$ cat src/rtl/dcpu16_fsbrg.sv
// DCPU16 fetch/store bus bridge: runs the FS stage request as a Wishbone
// classic cycle and owns the core-wide ena stall and pha phase signals.
module dcpu16_fsbrg #(
  parameter int unsigned TMO = 15
) (
  input  logic        clk,
  input  logic        rst,
  input  logic        hlt,
  input  logic [15:0] fs_adr,
  input  logic        fs_stb,
  input  logic        fs_wre,
  input  logic [15:0] fs_dto,
  output logic [15:0] fs_dti,
  output logic        fs_ack,
  output logic        ena,
  output logic        pha,
  output logic        bus_err,
  output logic [15:0] wb_adr_o,
  output logic [15:0] wb_dat_o,
  input  logic [15:0] wb_dat_i,
  output logic        wb_we_o,
  output logic        wb_cyc_o,
  output logic        wb_stb_o,
  input  logic        wb_ack_i,
  input  logic        wb_err_i
);

  localparam int unsigned CW = 4;
  localparam bit TMO_EN = (TMO != 0);
  // Timeout fires in the wait cycle whose incremented count would reach TMO.
  localparam logic [CW-1:0] TMO_LAST = (TMO == 0) ? '0 : CW'(TMO - 1);

  typedef enum logic [1:0] {
    IDLE = 2'd0,
    WAIT = 2'd1,
    DONE = 2'd2
  } state_t;

  state_t          state;
  state_t          state_nxt;
  logic [CW-1:0]   cnt;
  logic            tmo_hit;
  logic            launch;
  logic            fin_ack;
  logic            fin_err;

  assign tmo_hit = TMO_EN && (cnt == TMO_LAST);

  // State register
  always_ff @(posedge clk) begin
    if (rst) state <= IDLE;
    else     state <= state_nxt;
  end

  // Next-state logic
  always_comb begin
    state_nxt = state;
    case (state)
      IDLE:    if (fs_stb) state_nxt = WAIT;
      WAIT:    if (wb_ack_i || wb_err_i || tmo_hit) state_nxt = DONE;
      DONE:    state_nxt = IDLE;
      default: state_nxt = IDLE;
    endcase
  end

  // Output decode: stall enable plus datapath controls
  always_comb begin
    ena     = 1'b0;
    launch  = 1'b0;
    fin_ack = 1'b0;
    fin_err = 1'b0;
    case (state)
      IDLE: begin
        ena    = !fs_stb && !hlt;
        launch = fs_stb;
      end
      WAIT: begin
        if (wb_ack_i)                 fin_ack = 1'b1;
        else if (wb_err_i || tmo_hit) fin_err = 1'b1;
      end
      DONE:    ena = 1'b1;
      default: ena = 1'b0;
    endcase
    if (rst) begin
      ena     = 1'b0;
      launch  = 1'b0;
      fin_ack = 1'b0;
      fin_err = 1'b0;
    end
  end

  // Registered bus, read data, phase and status
  always_ff @(posedge clk) begin
    if (rst) begin
      pha      <= 1'b0;
      fs_ack   <= 1'b0;
      bus_err  <= 1'b0;
      fs_dti   <= '0;
      wb_adr_o <= '0;
      wb_dat_o <= '0;
      wb_we_o  <= 1'b0;
      wb_cyc_o <= 1'b0;
      wb_stb_o <= 1'b0;
      cnt      <= '0;
    end else begin
      fs_ack <= fin_ack || fin_err;
      if (ena) pha <= ~pha;
      if (launch) begin
        wb_adr_o <= fs_adr;
        wb_dat_o <= fs_dto;
        wb_we_o  <= fs_wre;
        wb_cyc_o <= 1'b1;
        wb_stb_o <= 1'b1;
        cnt      <= '0;
      end else if (fin_ack || fin_err) begin
        wb_cyc_o <= 1'b0;
        wb_stb_o <= 1'b0;
      end else if (state == WAIT && cnt != '1) begin
        cnt <= cnt + CW'(1);
      end
      if (fin_ack && !wb_we_o) fs_dti <= wb_dat_i;
      if (fin_err) bus_err <= 1'b1;
    end
  end

endmodule

$ cat config.mk
export PLATFORM = sky130hd
export DESIGN_NAME = dcpu16_fsbrg
export DESIGN_NICKNAME = d
export VERILOG_FILES = /design/src/rtl/dcpu16_fsbrg.sv
export SDC_FILE = /design/constraint.sdc
export NUM_CORES = 1
export LEC_CHECK = 0
export CAP_MARGIN = 0
export CORE_ASPECT_RATIO = 1.5
export CORE_MARGIN = 1
export CORE_UTILIZATION = 36
export CTS_BUF_LIST = sky130_fd_sc_hd__clkbuf_4 sky130_fd_sc_hd__clkbuf_8
export DETAILED_ROUTE_END_ITERATION = 16
export PLACE_DENSITY = 0.84
export SLEW_MARGIN = 20
export SYNTH_ARGS = -nofsm -noshare
export SYNTH_HDL_FRONTEND = slang
export SYNTH_SLANG_ARGS = --single-unit
$ cat constraint.sdc
create_clock -name clk -period 1.55 [get_ports clk]
set_input_delay 0.31 -clock clk [delete_from_list [all_inputs] [get_ports clk]]
set_output_delay 0.31 -clock clk [all_outputs]
set_load 0.1 [all_outputs]
==> results by group <==
Synth
  • Most common cell in the netlist: dfxtp_1
  • Synth area leader: dfxtp_1
  • Mapped Cells: between 150 and 200
  • Register bit count reported by yosys: 59
  • Syn. warnings: 0
  • Post-synth EDFFs: 0
  • Syn Area/Cell: 11.7 sq um
  • Ys flop type: dfxtp_1
  • Cell Area, Synth: between 0.002 and 0.0025 sq mm
  • Seq/Total Area, Yosys: between 50% and 60%
  • Post-synth top cells: dfxtp_1, a22o_1, nor2_1
  • Share of synthesized cell area in full adder, half adder and majority cells: 1.22%
  • Multiplexer area fraction after synthesis: 8.78%
  • Netlist cell types: 32
  • Ys async rst share: 0%
  • Syn Nets: 233
  • Largest family of logic cells by synthesized area: compound AO/OA/AOI/OAI gates
  • Top post-synthesis cells by area: dfxtp_1, a22o_1, mux2i_1
  • Simple-Gate Fraction of Synth Area: 10.4%
  • Compound-cell area share of the yosys netlist: 17.3%
  • Post-synthesis xor/xnor area fraction: 0.854%
  • Yosys top cell area share: 57.6%

CTS
  • Root Driver: clkbuf_8
  • CTS tree: done
  • Htree depth: 3
  • Total CTS buffers: 9
  • Reg clk slew, reported paths: 60 ps
  • Clock Sinks: 59
  • CTS max path bufs: 2
  • Clk_lat worst skew: between 300 and 400 ps
  • Hold buffers post-CTS: 0

Die
  • IO Count: 110
  • Initial Util: between 30% and 40%
  • Die extent in y: 94.5 um
  • Die X: 63.6 um
  • Core ar.: 0.00549 sq mm
  • Site Rows: 33
  • Die footprint: 0.00601 sq mm

Worst setup path
  • Worst Path Required: approximately 1200 ps
  • Arrival time at the worst endpoint: 1210 ps
  • Worst setup SP type: flop
  • Crit. End Element: output port
  • Worst-path maximum fanout: 6
  • Kind of critical path: flop to output port

Power
  • Int Pwr: 3030 uW
  • P_leak: 0.00175 uW
  • Peak supply drop: 0.000708 V
  • Part of the power in the clock network: around a third
  • Net Sw Frac: between 30 and 40%
  • Logic pwr share: 28.9%
  • P_sw: 1430 uW
  • Flop pwr share: 38.1%
  • Pwr Density: 1090 mW/mm^2

Placement
  • RePlAce Congestion: 0.700
  • Placed cell area: about 0.0038 sq mm
  • HPWL Detailed: 4.19 mm
  • Port buffer count: about 110
  • Inst Count DP: between 300 and 400

Detailed routing
  • Drt drc: 0
  • Routed Antenna Nets: 0
  • Post-Route WL: 5.55 mm
  • Routed WL per cell: 15.0 um
  • Via-to-Cell Ratio: roughly 4.8
  • Pre-antenna DRT Iters: 4
  • Vias: 1786
  • 1st-iter DRT viols: 60

Layout
  • Nets@finish: ~350
  • Number of diodes: 0
  • Layout cells sized above 1: about a third
  • Syn-to-layout area delta: 98.7%
  • Finished Layout Cells: 371
  • Cell area after layout: roughly 0.0041 sq mm

STA
  • Final Cycle Share: 97.8%
  • Worst-Margin Slew: between 200 and 300 ps
  • Slew Viols, Final: 0
  • RSZ-0062 raised after global routing: false
  • Minimum clock period after layout: approximately 1500 ps
  • Worst clock skew: 9.23 ps
  • Endpoints failing hold: 0
  • Final setup violation count: 0
  • Setup TNS: 0 ps
  • Min Hold Slack: 516 ps
  • Worst relative slew slack: 82.8%
  • FMAX: about 660 MHz

Global route
  • Vias in the first global route: 1928
  • Congestion Overflow GR: 0
  • Pin count of the biggest net entering global routing: 36
  • First-pass GRT wire length: 8.98 mm
  • Antenna violations before repair: 0
  • Total GRT Usage: 19.7%

Job
  • Max-cap viol count: 0

Worst hold path
  • Worst Hold Class: flop to flop

Status
  • Status: completed
-- worst paths after layout --
check	from	endpoint	slack, ps	cells after the start
worst max-delay path	state[0]$_SDFFE_PP0P_	ena	30	3
worst min-delay path	wb_we_o$_SDFFE_PP0P_	wb_we_o$_SDFFE_PP0P_	520	1
worst max register to register	cnt[0]$_SDFFE_PP0P_	cnt[3]$_SDFFE_PP0P_	80	6
worst min register to register	wb_we_o$_SDFFE_PP0P_	wb_we_o$_SDFFE_PP0P_	520	1
-- metrics by stage --
step           setup slack [ps]  total power (uW)  utilization [%]
2_1_floorplan              -186              2440                -
3_3_place_gp               -128              3000             70.0
3_5_place_dp               -174              3020             70.0
4_1_cts                    20.0              4510             74.2
5_1_grt                    5.03              4630             74.2
6_report                   34.2              4460             74.2
-- state kept, by name (all words and copies together) (netlist names) --
| name | flops |
|---|---|
| pha | 1 |
| wb_we_o | 1 |
| wb_dat_o | 16 |
| wb_stb_o | 1 |
| state | 2 |
| cnt | 4 |
| wb_adr_o | 16 |
| bus_err | 1 |
| fs_ack | 1 |
| fs_dti | 16 |
-- cell families after synthesis --
| kind of cell | after synthesis |
|---|---|
| adder cells (fa/ha/maj) | 2 |
| AO/OA/AOI/OAI | 40 |
| flip-flops | 59 |
| multiplexers | 18 |
| AND/OR/NAND/NOR | 41 |
| XOR/XNOR | 2 |
| buffers and inverters | 14 |
-- metal layers --
| layer | track usage (%) | part of all wire (%) | vias to the layer above |
|---|---|---|---|
| met1 | 19.4 | 38 | 814 |
| met3 | 6.64 | 6.8 | 11 |
| met2 | 36.3 | 53 | 87 |
| li1 | - | - | 874 |
| met4 | 9.85 | 1.9 | 0 |
| met5 | 0 | 0 | - |
-- power groups by stage --
stage          Clock [uW]  Sequential [uW]  Combinational, uW
3_3_place_gp            0             1730               1280
2_1_floorplan           0             2230                204
4_1_cts              1510             1700               1300
5_1_grt              1590             1710               1330
6_report             1470             1700               1290
3_5_place_dp            0             1730               1290
-- final cells by class --
type / count / area (sq um)
Clock buffer: 13 / 173
Timing Repair Buffer: 121 / 1770
Sequential cell: 59 / 1190
Inverter: 2 / 7.51
Tap cell: 70 / 87.6
Multi-Input combinational cell: 103 / 810
Clock inverter: 3 / 45.0
Fill cell: 366 / 1420
-- critical path, cell delays in order, from the launching register on --
cell,delay (ps)
dfxtp_4,370
o21bai_4,190
nor2_4,140
buf_12,180
-- cell usage in the layout (no fill, tap or decap), types with 3 or more instances in the layout --
cell type        instances
a22o_1                  33
nor2_1                  24
clkbuf_8                12
mux2i_1                 18
buf_4                    9
buf_12                  58
dlygate4sd2_1            3
nand2_1                  3
clkdlybuf4s50_1         51
dfxtp_1                 55
dfxtp_2                  3
-- what timing repair did --
item                                    4_1_cts  5_1_grt
endpoints found under the setup margin        1        0
resized for setup                             8        0
setup buffers                                 1        0
No activity file was read; power rests on OpenSTA's default activity.
